<file path="src/rtl/uart_mmio_bridge.sv">
// rtl/uart_mmio_bridge.sv - memory-mapped UART bridge with RX/TX byte FIFOs and perf counters
// CPU reads are registered; FIFOs allow push-while-full when the opposite side pops in the same cycle.
module uart_mmio_bridge #(
  parameter int RX_DEPTH = 4,
  parameter int TX_DEPTH = 4
) (
  input  logic        clk,
  input  logic        rst,
  input  logic [31:0] addr,
  input  logic        wr_en,
  input  logic        rd_en,
  input  logic [31:0] wdata,
  output logic [31:0] rdata,
  input  logic        instr_retired,
  output logic [7:0]  uart_tx_data,
  output logic        uart_tx_valid,
  input  logic        uart_tx_ready,
  input  logic [7:0]  uart_rx_data,
  input  logic        uart_rx_valid,
  output logic        uart_rx_ready
);
  localparam int RXW = $clog2(RX_DEPTH);
  localparam int TXW = $clog2(TX_DEPTH);

  localparam logic [31:0] ADDR_STATUS  = 32'h8000_0000;
  localparam logic [31:0] ADDR_RXDATA  = 32'h8000_0004;
  localparam logic [31:0] ADDR_TXDATA  = 32'h8000_0008;
  localparam logic [31:0] ADDR_CYCLE   = 32'h8000_0010;
  localparam logic [31:0] ADDR_INSTRET = 32'h8000_0014;
  localparam logic [31:0] ADDR_CLEAR   = 32'h8000_0018;

  logic [7:0]   rx_mem_q [RX_DEPTH];
  logic [7:0]   tx_mem_q [TX_DEPTH];
  logic [RXW:0] rx_wp_q, rx_wp_d, rx_rp_q, rx_rp_d;
  logic [TXW:0] tx_wp_q, tx_wp_d, tx_rp_q, tx_rp_d;
  logic         ovf_q, ovf_d;
  logic [31:0]  cyc_q, cyc_d, inst_q, inst_d;
  logic [31:0]  rdata_q, rdata_d, rd_val;

  logic rx_empty, rx_full, tx_empty, tx_full;
  logic rx_pop, rx_push, tx_pop, tx_push, clr;
  logic unused_wdata;

  // Pointers carry one extra wrap bit so full and empty are distinguishable.
  assign rx_empty = (rx_wp_q == rx_rp_q);
  assign rx_full  = (rx_wp_q[RXW] != rx_rp_q[RXW]) && (rx_wp_q[RXW-1:0] == rx_rp_q[RXW-1:0]);
  assign tx_empty = (tx_wp_q == tx_rp_q);
  assign tx_full  = (tx_wp_q[TXW] != tx_rp_q[TXW]) && (tx_wp_q[TXW-1:0] == tx_rp_q[TXW-1:0]);

  assign uart_rx_ready = ~rst;
  assign uart_tx_valid = ~tx_empty & ~rst;
  assign uart_tx_data  = tx_mem_q[tx_rp_q[TXW-1:0]];
  assign rdata         = rdata_q;
  assign unused_wdata  = ^wdata[31:8];

  assign rx_pop  = rd_en && (addr == ADDR_RXDATA) && !rx_empty;
  assign rx_push = uart_rx_valid && (!rx_full || rx_pop);
  assign tx_pop  = uart_tx_valid && uart_tx_ready;
  assign tx_push = wr_en && (addr == ADDR_TXDATA) && (!tx_full || tx_pop);
  assign clr     = wr_en && (addr == ADDR_CLEAR);

  always_comb begin
    rd_val = 32'd0;
    case (addr)
      ADDR_STATUS:  rd_val = {29'd0, ovf_q, ~rx_empty, ~tx_full};
      ADDR_RXDATA:  rd_val = rx_empty ? 32'd0 : {24'd0, rx_mem_q[rx_rp_q[RXW-1:0]]};
      ADDR_CYCLE:   rd_val = cyc_q;
      ADDR_INSTRET: rd_val = inst_q;
      default:      rd_val = 32'd0;
    endcase
  end

  always_comb begin
    rx_wp_d = rx_wp_q;
    rx_rp_d = rx_rp_q;
    tx_wp_d = tx_wp_q;
    tx_rp_d = tx_rp_q;
    ovf_d   = ovf_q;
    rdata_d = rd_en ? rd_val : rdata_q;
    cyc_d   = cyc_q + 32'd1;
    inst_d  = instr_retired ? inst_q + 32'd1 : inst_q;
    if (rx_push) rx_wp_d = rx_wp_q + 1'b1;
    if (rx_pop)  rx_rp_d = rx_rp_q + 1'b1;
    if (tx_push) tx_wp_d = tx_wp_q + 1'b1;
    if (tx_pop)  tx_rp_d = tx_rp_q + 1'b1;
    if (uart_rx_valid && rx_full && !rx_pop) ovf_d = 1'b1;
    if (clr) begin
      ovf_d  = 1'b0;
      cyc_d  = 32'd0;
      inst_d = 32'd0;
    end
  end

  always_ff @(posedge clk) begin
    if (rst) begin
      rx_wp_q <= '0;
      rx_rp_q <= '0;
      tx_wp_q <= '0;
      tx_rp_q <= '0;
      ovf_q   <= 1'b0;
      cyc_q   <= 32'd0;
      inst_q  <= 32'd0;
      rdata_q <= 32'd0;
    end else begin
      rx_wp_q <= rx_wp_d;
      rx_rp_q <= rx_rp_d;
      tx_wp_q <= tx_wp_d;
      tx_rp_q <= tx_rp_d;
      ovf_q   <= ovf_d;
      cyc_q   <= cyc_d;
      inst_q  <= inst_d;
      rdata_q <= rdata_d;
    end
  end

  // Storage needs no reset: entries are only visible between the pointers.
  always_ff @(posedge clk) begin
    if (!rst && rx_push) rx_mem_q[rx_wp_q[RXW-1:0]] <= uart_rx_data;
    if (!rst && tx_push) tx_mem_q[tx_wp_q[TXW-1:0]] <= wdata[7:0];
  end
endmodule
</file>
<file path="config.mk">
export PLATFORM = sky130hd
export DESIGN_NAME = uart_mmio_bridge
export DESIGN_NICKNAME = d
export VERILOG_FILES = /design/src/rtl/uart_mmio_bridge.sv
export SDC_FILE = /design/constraint.sdc
export NUM_CORES = 1
export LEC_CHECK = 0
export CORE_MARGIN = 2
export CORE_UTILIZATION = 50
export DETAILED_ROUTE_END_ITERATION = 12
export PLACE_DENSITY = 0.85
export SLEW_MARGIN = 30
export SYNTH_ARGS = -nofsm -noshare
export SYNTH_HDL_FRONTEND = slang
export SYNTH_SLANG_ARGS = --single-unit
</file>
<file path="constraint.sdc">
create_clock -name clk -period 4.3 [get_ports clk]
set_input_delay 1.075 -clock clk [delete_from_list [all_inputs] [get_ports clk]]
set_output_delay 1.075 -clock clk [all_outputs]
set_load 0.03 [all_outputs]
</file>
==> results.py, run 1 <==
metrics = {
    "timing": {
        "fmax_mhz": 298,
        "worstMarginPinSlew_ns": 0.824,
        "relSlewSlack_pct": 44.6,
        "setup_tns_ns": 0,
        "period_share_pct": 78.1,
        "drv_slew": 0,
        "final_hold_viol_count": 0,
        "rsz0062_at_grt": "no",
        "fin_crit_ns": 3.36,
        "setup_violations": 0,
        "final.setup_skew_ns": 0.00758,
    },
    "synthesis": {
        "yosys.area.top_type": "dfxtp_1",
        "syn-cell-area_mm2": 0.00777,
        "synthSimpleGateAreaFrac_pct": 18.2,
        "synth-main-ff-cell": "dfxtp_1",
        "syn_nets": 795,
        "ys_warn_count": 0,
        "synth_mux_area_share_pct": 9.04,
        "yosys.area.top_type_share_pct": 29.1,
        "synthArstFlopShare_pct": 0,
        "synth_edf_count": 64,
        "avgSynthCellArea_um2": 11.0,
        "yosys.cell_types.count": 58,
        "synth_top_family_by_area": "simple AND/OR/NAND/NOR gates",
        "synth_adder_area_share_pct": 1.93,
        "netlist_instances": 704,
        "synth_xor_area_share_pct": 7.33,
        "synth_compound_area_share_pct": 6.41,
        "yosys-top-cells-area": "dfxtp_1, edfxtp_1, mux4_2",
        "ys_ff_latch": 177,
        "ys_seq_area_share_pct": 53.9,
    },
    "cts": {
        "cts_setup_buffers": 0,
        "clk_latency_ns": 0.43,
        "clockBufferDepth": 2,
        "cts_hold_buf": 0,
        "clk_pin_slew_worst_paths_ns": 0.06,
        "root_buffer": "clkbuf_16",
        "cts.sinks": 177,
        "cts_resized": 0,
        "h-tree-depth": 4,
        "cts_tree": "yes",
        "cts-buffers-inserted": 17,
    },
    "grt": {
        "antenna_found_initial": 0,
        "grt_pass1_wl_um": 26300,
        "grt.busiest_layer": "met2",
        "grtUsageTotal_pct": 20.2,
        "grt_util_met2_pct": 35.2,
        "grt_overflow": 0,
        "met3_usage_pct": 5.11,
        "met1_usage_pct": 24.5,
        "grt_max_degree": 66,
        "first_global_vias": 5492,
    },
    "pwr": {
        "leakage_nw": 3.35,
        "report.power.total_w": 0.00341,
        "peakVddDrop_mv": 0.304,
        "power_density_mw_per_mm2": 360,
    },
    "floorplan": {
        "core_area_mm2": 0.0152,
        "rows": 45,
        "fp.dieW_um": 129,
        "die_h_um": 129,
        "floorplan.die_area_mm2": 0.0166,
        "ioPinCount": 121,
        "start_util_pct": 51.1,
    },
    "final_layout": {
        "nFillCells": 1180,
        "synthToLayoutAreaGrowth_pct": 21.9,
        "most-common-layout-cells": "dfxtp_1, clkdlybuf4s50_1, nor2_1",
        "final_common_cell": "dfxtp_1",
        "final_core_util_pct": 62.3,
        "antennaDiodeCount": 0,
        "nets": 889,
        "layout-drive-gt1-share_pct": 9.37,
    },
    "worst_setup_path": {
        "path_max_fanout": 24,
        "worstPathRequired_ns": 4.64,
        "critPathArrivalTime_ns": 3.70,
        "worst_r2r_path_depth": 5,
        "r2r_slack_ns": 1.95,
        "reg2reg_to": "inst_q[31]",
        "path_cells": "clkdlybuf4s50_1 -> or4_1 -> or3_1 -> buf_4 -> nor3_4 -> nand2_2 -> o21ai_0",
        "critical_path.max_stage_delay_ns": 0.58,
        "crit_type": "in -> reg",
        "end_kind": "flip-flop",
        "r2r-start": "inst_q[11]",
        "crit_path_start_kind": "input pin",
        "slowest_stage": "or4_1",
    },
    "worst_hold_path": {
        "hp-class": "reg -> reg",
        "holdPathStages": 2,
        "worstHoldEndpoint": "rdata[11]",
        "worstHoldStart": "rdata[11]",
    },
    "run": {
        "maxCapViolCount": 0,
    },
    "routing": {
        "vias": 5572,
        "wl_per_cell_um": 16.1,
        "ant_nets": 0,
        "viasPerCell": 5.58,
        "drt-initial-drc-count": 412,
        "drt_wl_total_um": 16100,
        "firstDrtPassIters": 5,
        "drc": 0,
    },
    "place": {
        "gp_congestion": 0.828,
        "io_buffers": 96,
        "place_hpwl_um": 10800,
    },
    "run_status": {
        "status": "completed",
    },
}
## worst max path at each step
| stage | startpoint | end | slack (ns) | cells past startpoint |
|---|---|---|---|---|
| after floorplan | addr[18] | tx_mem_q[3][0] | 1.01 | 4 |
| after global placement | addr[1] | rx_mem_q[3][7] | 0.60 | 5 |
| after detailed placement | addr[18] | rdata[24] | 0.53 | 7 |
| after CTS | flip-flop | uart_tx_data[6] | 0.90 | 2 |
| after global routing | addr[18] | rdata[24] | 0.77 | 7 |
| final | addr[18] | rdata[24] | 0.94 | 7 |
## state kept, by name (all words and copies together), names as in the netlist, named ones only
name / count
rx_mem_q: 32
rx_rp_q: 3
ovf_q: 1
cyc_q: 32
inst_q: 32
tx_rp_q: 3
rx_wp_q: 3
tx_wp_q: 3
rdata: 32
tx_mem_q: 32
## power breakdown
group | switching, W | internal [W]
combinational | 0.0000732 | 0.0000752
sequential | 0.0000113 | 0.00175
clock | 0.000682 | 0.000815
total | 0.000767 | 0.00264
## per-stage QoR
step / setup WS (ns) / hold WS (ns) / instances / cell area (um^2)
floorplan: 1.01 / 0.437 / 704 / 7770
global placement: 0.604 / 0.436 / 967 / 8890
detailed placement: 0.535 / 0.444 / 967 / 8900
CTS: 0.904 / 0.459 / 999 / 9470
global route: 0.770 / 0.475 / 999 / 9470
finish: 0.941 / 0.451 / 999 / 9470
## layout make-up
class	count	area, um^2	area share [%]
clock buffer	18	429	4.53
sequential	177	4180	44.2
tap	188	235	2.48
inverter	24	90.1	0.951
multi-input combinational	473	3350	35.4
clock inverter	14	143	1.51
timing repair buffer	105	1030	10.9
## synthesized netlist by cell type (2+ instances only)
library cell / count
a211oi_1: 2
a21oi_1: 16
a22o_1: 5
a2bb2oi_1: 2
a31o_2: 3
and2_1: 6
and3_1: 13
and4_1: 8
buf_1: 4
buf_4: 2
buf_6: 5
clkbuf_1: 14
clkbuf_2: 4
dfxtp_1: 113
edfxtp_1: 64
ha_1: 12
inv_1: 24
mux2i_1: 33
mux4_2: 16
nand2_1: 53
nand3_1: 23
nand4_1: 25
nand4_2: 2
nor2_1: 79
nor2b_1: 6
nor3_1: 8
nor4_1: 15
nor4_2: 3
o21ai_0: 32
o22ai_1: 5
o31a_1: 2
o31ai_1: 3
or3_1: 10
or4_1: 5
xnor2_1: 25
xor2_1: 40
## worst max-delay path: cells and delay by family
kind	cells	cell delay [ns]
AND/OR/NAND/NOR	4	1.71
buffers and inverters	2	0.61
AO/OA/AOI/OAI	1	0.28
## cell families after synthesis
| family | after synthesis |
|---|---|
| buffers and inverters | 54 |
| adders and majority gates | 12 |
| xor gates and xnor gates | 65 |
| and+or+nand+nor | 268 |
| AOI/OAI and AO/OA | 78 |
| DFF | 177 |
| muxes | 50 |
## metal layers
metal / share of wire (%) / up-vias / wire length [um]
met1: 42 / 2662 / 6820
met3: 5.2 / 23 / 833
met5: 0 / - / 0
met4: 1.5 / 0 / 237
met2: 51 / 147 / 8180
li1: - / 2740 / -
No activity file was read; power rests on OpenSTA's default activity.
==> inputs of run 2 (changes only) <==
==> constraint.sdc (replaced) <==
create_clock -name clk -period 3.2 [get_ports clk]
set_input_delay 0.8 -clock clk [delete_from_list [all_inputs] [get_ports clk]]
set_output_delay 0.8 -clock clk [all_outputs]
set_load 0.03 [all_outputs]
==> run 2 against run 1 <==
  * Routed wire length rose by 0.63%
  * Global-route usage hardly changed
  * Sequential cell count stayed put
  * Worst setup slack worse by 0.64 ns
  * Register-to-register slack lost 1.1 ns
  * Critical endpoint is now uart_tx_data[1]
  * Largest cell class unchanged
  * Largest power group unchanged
==> results.py, run 2 (same netlist as run 1, synthesis figures left out) <==
metrics = {
    "worst_setup_path": {
        "worstPathRequired_ns": 2.40,
        "crit_path_start_kind": "flip-flop",
        "critPathArrivalTime_ns": 2.10,
        "r2r_slack_ns": 0.86,
        "worst_r2r_path_depth": 5,
        "crit_type": "reg -> out",
        "end_kind": "primary output",
        "path_max_fanout": 8,
        "reg2reg_to": "inst_q[31]",
        "r2r-start": "inst_q[12]",
    },
    "cts": {
        "cts-buffers-inserted": 17,
        "cts_tree": "yes",
        "clockBufferDepth": 2,
        "h-tree-depth": 4,
        "cts_hold_buf": 0,
        "cts_setup_buffers": 0,
        "clk_latency_ns": 0.42,
        "cts.sinks": 177,
        "clk_pin_slew_worst_paths_ns": 0.07,
        "root_buffer": "clkbuf_16",
    },
    "place": {
        "io_buffers": 96,
        "place_hpwl_um": 11300,
        "gp_congestion": 0.845,
        "dpl.cell_count": 992,
        "place_area_mm2": 0.00917,
    },
    "grt": {
        "grt_overflow": 0,
        "grt_pass1_wl_um": 26500,
        "antenna_found_initial": 0,
        "grt_max_degree": 66,
        "grtUsageTotal_pct": 20.2,
        "first_global_vias": 5637,
    },
    "worst_hold_path": {
        "worstHoldEndpoint": "rdata[15]",
        "worstHoldStart": "rdata[15]",
        "holdPathStages": 2,
        "hp-class": "reg -> reg",
    },
    "pwr": {
        "p_int_w": 0.00357,
        "peakVddDrop_mv": 0.525,
        "leakage_nw": 3.49,
        "pwr-share-comb_pct": 4.6,
        "pwr-share-seq_pct": 51.1,
        "switchingPower_w": 0.00106,
        "report.power.total_w": 0.00463,
        "p_sw_share_pct": 22.8,
        "power_density_mw_per_mm2": 474,
        "power_frac_clock_pct": 44.3,
    },
    "timing": {
        "drv_slew": 0,
        "fin_crit_ns": 2.90,
        "setup_violations": 0,
        "final_hold_viol_count": 0,
        "relSlewSlack_pct": 46.9,
        "period_share_pct": 90.5,
        "fmax_mhz": 345,
        "rsz0062_at_grt": "no",
        "final.setup_skew_ns": 0.0123,
        "worstMarginPinSlew_ns": 0.789,
        "setup_tns_ns": 0,
    },
    "routing": {
        "drc": 0,
        "vias": 5630,
        "drt_wl_total_um": 16200,
        "viasPerCell": 5.50,
        "drt-initial-drc-count": 402,
        "ant_nets": 0,
        "wl_per_cell_um": 15.8,
        "firstDrtPassIters": 4,
    },
    "floorplan": {
        "die_h_um": 129,
        "core_area_mm2": 0.0152,
        "rows": 45,
        "fp.dieW_um": 129,
        "ioPinCount": 121,
        "start_util_pct": 51.1,
        "floorplan.die_area_mm2": 0.0166,
    },
    "run_status": {
        "status": "completed",
    },
    "final_layout": {
        "final_area_mm2": 0.00976,
        "synthToLayoutAreaGrowth_pct": 25.7,
        "most-common-layout-cells": "dfxtp_1, clkdlybuf4s50_1, nor2_1",
        "fin_cells": 1024,
        "nets": 914,
        "nFillCells": 1143,
        "antennaDiodeCount": 0,
        "final_common_cell": "dfxtp_1",
        "layout-drive-gt1-share_pct": 12.4,
    },
    "run": {
        "maxCapViolCount": 0,
    },
}
==> run 2: changes by cell type in the layout (fill, tap and decap cells not counted), sizes merged <==
cell,previous run,this run
buf,11,37
clkbuf,18,17
clkdlybuf4s50,94,93
clkinv,4,3
clkinvlp,2,3
inv,31,32
==> run 2: metrics by stage <==
step	hold WS, ns	setup slack, ns	utilization (%)
after floorplan	0.437	0.183	-
after global placement	0.435	-0.114	60.3
after detailed placement	0.443	-0.114	60.3
after CTS	0.454	0.0626	64.2
after global routing	0.483	0.212	64.2
final	0.450	0.304	64.2
==> run 2: power groups by stage <==
| stage | combinational (W) | sequential (W) | clock, W |
|---|---|---|---|
| global route | 0.000231 | 0.00236 | 0.00218 |
| global placement | 0.000207 | 0.00241 | 0 |
| floorplan | 0.0000967 | 0.00241 | 0 |
| CTS | 0.000214 | 0.00236 | 0.00208 |
| detailed placement | 0.000213 | 0.00241 | 0 |
| finish | 0.000213 | 0.00236 | 0.00205 |
==> run 2: area by class of cell <==
| cell class | instances | area [um^2] | area share, % |
|---|---|---|---|
| sequential | 177 | 4190 | 42.9 |
| multi-input combinational | 473 | 3340 | 34.3 |
| timing repair buffer | 130 | 1320 | 13.5 |
| clock buffer | 17 | 425 | 4.36 |
| tap | 188 | 235 | 2.41 |
| clock inverter | 15 | 165 | 1.69 |
| inverter | 24 | 90.1 | 0.923 |
==> run 2: worst max-delay path, cell delays in order (launching register included) <==
cell and delay [ns]:
dfxtp_2 0.51, mux4_2 0.56, clkdlybuf4s50_1 0.61
==> run 2: timing repair <==
action | 4_1_cts | 5_1_grt
endpoints found under the hold margin | 0 | 0
endpoints found under the setup margin | 0 | 4
gates resized for setup | 0 | 1
==> run 2: layer usage <==
| metal | vias up | global-route usage, % | part of all wire [%] |
|---|---|---|---|
| met5 | - | 0 | 0 |
| met4 | 0 | 5.18 | 0.67 |
| met3 | 10 | 5.11 | 4.6 |
| met2 | 116 | 35.9 | 52 |
| met1 | 2718 | 24.6 | 43 |
| li1 | 2786 | - | - |
==> run 2: how the worst max path moves through the flow <==
stage | from | to | slack, ns | cells past startpoint
final | flip-flop | uart_tx_data[1] | 0.30 | 2
after global routing | flip-flop | uart_tx_data[1] | 0.21 | 2
after CTS | flip-flop | uart_tx_data[1] | 0.06 | 2
after detailed placement | addr[18] | inst_q[10] | -0.11 | 7
after global placement | addr[18] | cyc_q[14] | -0.11 | 7
after floorplan | addr[18] | tx_mem_q[3][0] | 0.18 | 4
==> inputs of run 3 (changes only) <==
==> constraint.sdc (replaced) <==
create_clock -name clk -period 3.2 [get_ports clk]
set_input_delay 0.64 -clock clk [delete_from_list [all_inputs] [get_ports clk]]
set_output_delay 0.64 -clock clk [all_outputs]
set_load 0.03 [all_outputs]
==> run 3 against run 2 <==
  * Clock-buffer cell count increased by 3
  * Clock skew decreased by 0.0030 ns
  * Routed wire length decreased by 2.9%
  * Sequential cell count unchanged
  * Clock power increased by 3%
  * Fmax decreased by 0.72%
  * Worst hold slack improved by 0.0017 ns
  * Critical path type unchanged
  * Highest routed layer unchanged
==> results.py, run 3 (same netlist as run 1, synthesis figures left out) <==
metrics = {
    "run_status": {
        "status": "completed",
    },
    "final_layout": {
        "multi_input_area_mm2": 0.00334,
        "fin_cells": 1020,
        "synthToLayoutAreaGrowth_pct": 25.1,
        "final_common_cell": "dfxtp_1",
        "final-seq-area_mm2": 0.00418,
        "final_core_util_pct": 63.9,
        "layout-drive-gt1-share_pct": 11.8,
        "antennaDiodeCount": 0,
        "most-common-layout-cells": "dfxtp_1, clkdlybuf4s50_1, nor2_1",
        "nFillCells": 1148,
        "nets": 910,
    },
    "timing": {
        "worst_slack_ns": 0.283,
        "fmax_mhz": 343,
        "setup_violations": 0,
        "rsz0062_at_grt": "no",
        "fin_crit_ns": 2.92,
        "period_share_pct": 91.1,
        "relSlewSlack_pct": 42.5,
        "final.setup_skew_ns": 0.00925,
        "worstMarginPinSlew_ns": 0.856,
        "drv_slew": 0,
        "final_hold_viol_count": 0,
        "setup_tns_ns": 0,
    },
    "worst_setup_path": {
        "r2r-start": "inst_q[11]",
        "end_kind": "primary output",
        "crit_path_start_kind": "flip-flop",
        "r2r_slack_ns": 0.87,
        "crit_family": "flip-flops",
        "cp_num_buf_inv": 1,
        "crit_type": "reg -> out",
        "reg2reg_to": "inst_q[31]",
        "slowest_stage": "dfxtp_1",
        "worst_r2r_path_depth": 5,
        "path_max_fanout": 8,
        "critical_path.max_stage_delay_ns": 0.65,
        "path_cells": "mux4_2 -> clkdlybuf4s50_1",
        "worstPathRequired_ns": 2.56,
        "critPathArrivalTime_ns": 2.28,
    },
    "place": {
        "place_hpwl_um": 10900,
        "dpl.cell_count": 988,
        "io_buffers": 96,
        "dp_worst_setup_slack_ns": 0.0301,
        "gp_congestion": 0.855,
    },
    "cts": {
        "clk_latency_ns": 0.43,
        "cts-buffers-inserted": 17,
        "clk_pin_slew_worst_paths_ns": 0.07,
        "root_buffer": "clkbuf_16",
        "clockBufferDepth": 2,
        "cts.sinks": 177,
        "cts_setup_buffers": 0,
        "cts_tree": "yes",
        "cts_resized": 0,
        "h-tree-depth": 4,
        "cts_hold_buf": 0,
    },
    "worst_hold_path": {
        "hp-class": "reg -> reg",
        "holdPathStages": 2,
        "worstHoldEndpoint": "rdata[23]",
        "worstHoldStart": "rdata[23]",
    },
    "routing": {
        "firstDrtPassIters": 5,
        "dr_wl_met2_um": 7930,
        "wl_met3_um": 728,
        "routed.top_layer": "met4",
        "wl_per_cell_um": 15.4,
        "drt-initial-drc-count": 374,
        "drt_wl_total_um": 15700,
        "vias": 5586,
        "met1_length_um": 6860,
        "drc": 0,
        "viasPerCell": 5.48,
        "ant_nets": 0,
    },
    "grt": {
        "grtUsageTotal_pct": 19.9,
        "first_global_vias": 5390,
        "antenna_found_initial": 0,
        "grt_pass1_wl_um": 25800,
        "grt_max_degree": 50,
        "grt_overflow": 0,
    },
    "floorplan": {
        "ioPinCount": 121,
        "core_area_mm2": 0.0152,
        "floorplan.die_area_mm2": 0.0166,
        "die_h_um": 129,
        "fp.dieW_um": 129,
        "rows": 45,
        "start_util_pct": 51.1,
    },
    "pwr": {
        "report.power.total_w": 0.00469,
        "peakVddDrop_mv": 0.608,
        "power_density_mw_per_mm2": 482,
        "leakage_nw": 3.48,
    },
    "run": {
        "maxCapViolCount": 0,
    },
}
==> run 3: cell count changes in the layout (fill, tap and decap cells not counted) <==
| cell | delta |
|---|---|
| clkbuf_16 | +2 |
| clkinvlp_4 | -2 |
| inv_8 | -2 |
| dfxtp_1 | +1 |
| dfxtp_2 | -1 |
| buf_4 | -1 |
| buf_12 | -3 |
| inv_6 | +1 |
| clkbuf_1 | +1 |
==> run 3: area by class of cell <==
cell class | count | share of cell area (%)
Clock inverter | 12 | 1.40
Multi-Input combinational cell | 473 | 34.4
Tap cell | 188 | 2.42
Timing Repair Buffer | 126 | 12.9
Clock buffer | 20 | 4.93
Sequential cell | 177 | 43.0
Inverter | 24 | 0.927
==> run 3: worst max path at each step <==
stage                     slack, ns       from              end  depth (start not counted)
after global placement         0.05   addr[18]   rx_mem_q[1][5]                          6
after detailed placement       0.03   addr[18]         rdata[0]                          7
after CTS                      0.24  flip-flop  uart_tx_data[6]                          2
after floorplan                0.34   addr[18]   tx_mem_q[3][0]                          4
final                          0.28  flip-flop  uart_tx_data[6]                          2
after global routing           0.16  flip-flop  uart_tx_data[6]                          2
==> run 3: per-stage QoR <==
| step | hold slack [ns] | cell area [um^2] |
|---|---|---|
| floorplan | 0.437 | 7770 |
| global placement | 0.434 | 9100 |
| finish | 0.451 | 9720 |
| CTS | 0.460 | 9720 |
| detailed placement | 0.444 | 9100 |
| global route | 0.481 | 9720 |
==> run 3: power by group <==
| part | switching, W | total [W] | leakage [nW] | internal (W) |
|---|---|---|---|---|
| registers | 0.0000150 | 0.00236 | 1.49 | 0.00235 |
| clock network | 0.000921 | 0.00212 | 0.301 | 0.00120 |
| logic | 0.0000989 | 0.000208 | 1.69 | 0.000109 |
==> run 3: per-layer routing <==
metal	vias up	track usage [%]
met5	-	0
met4	0	5.82
met3	17	5.49
met2	109	34.4
met1	2679	24.4
li1	2781	-
==> run 3: worst register-to-register path, stage by stage, from the launching register on <==
cell,delay [ns]
dfxtp_1,0.47
nand4_2,0.16
or2_0,0.40
or4_1,0.70
or3_1,0.40
a21oi_1,0.14
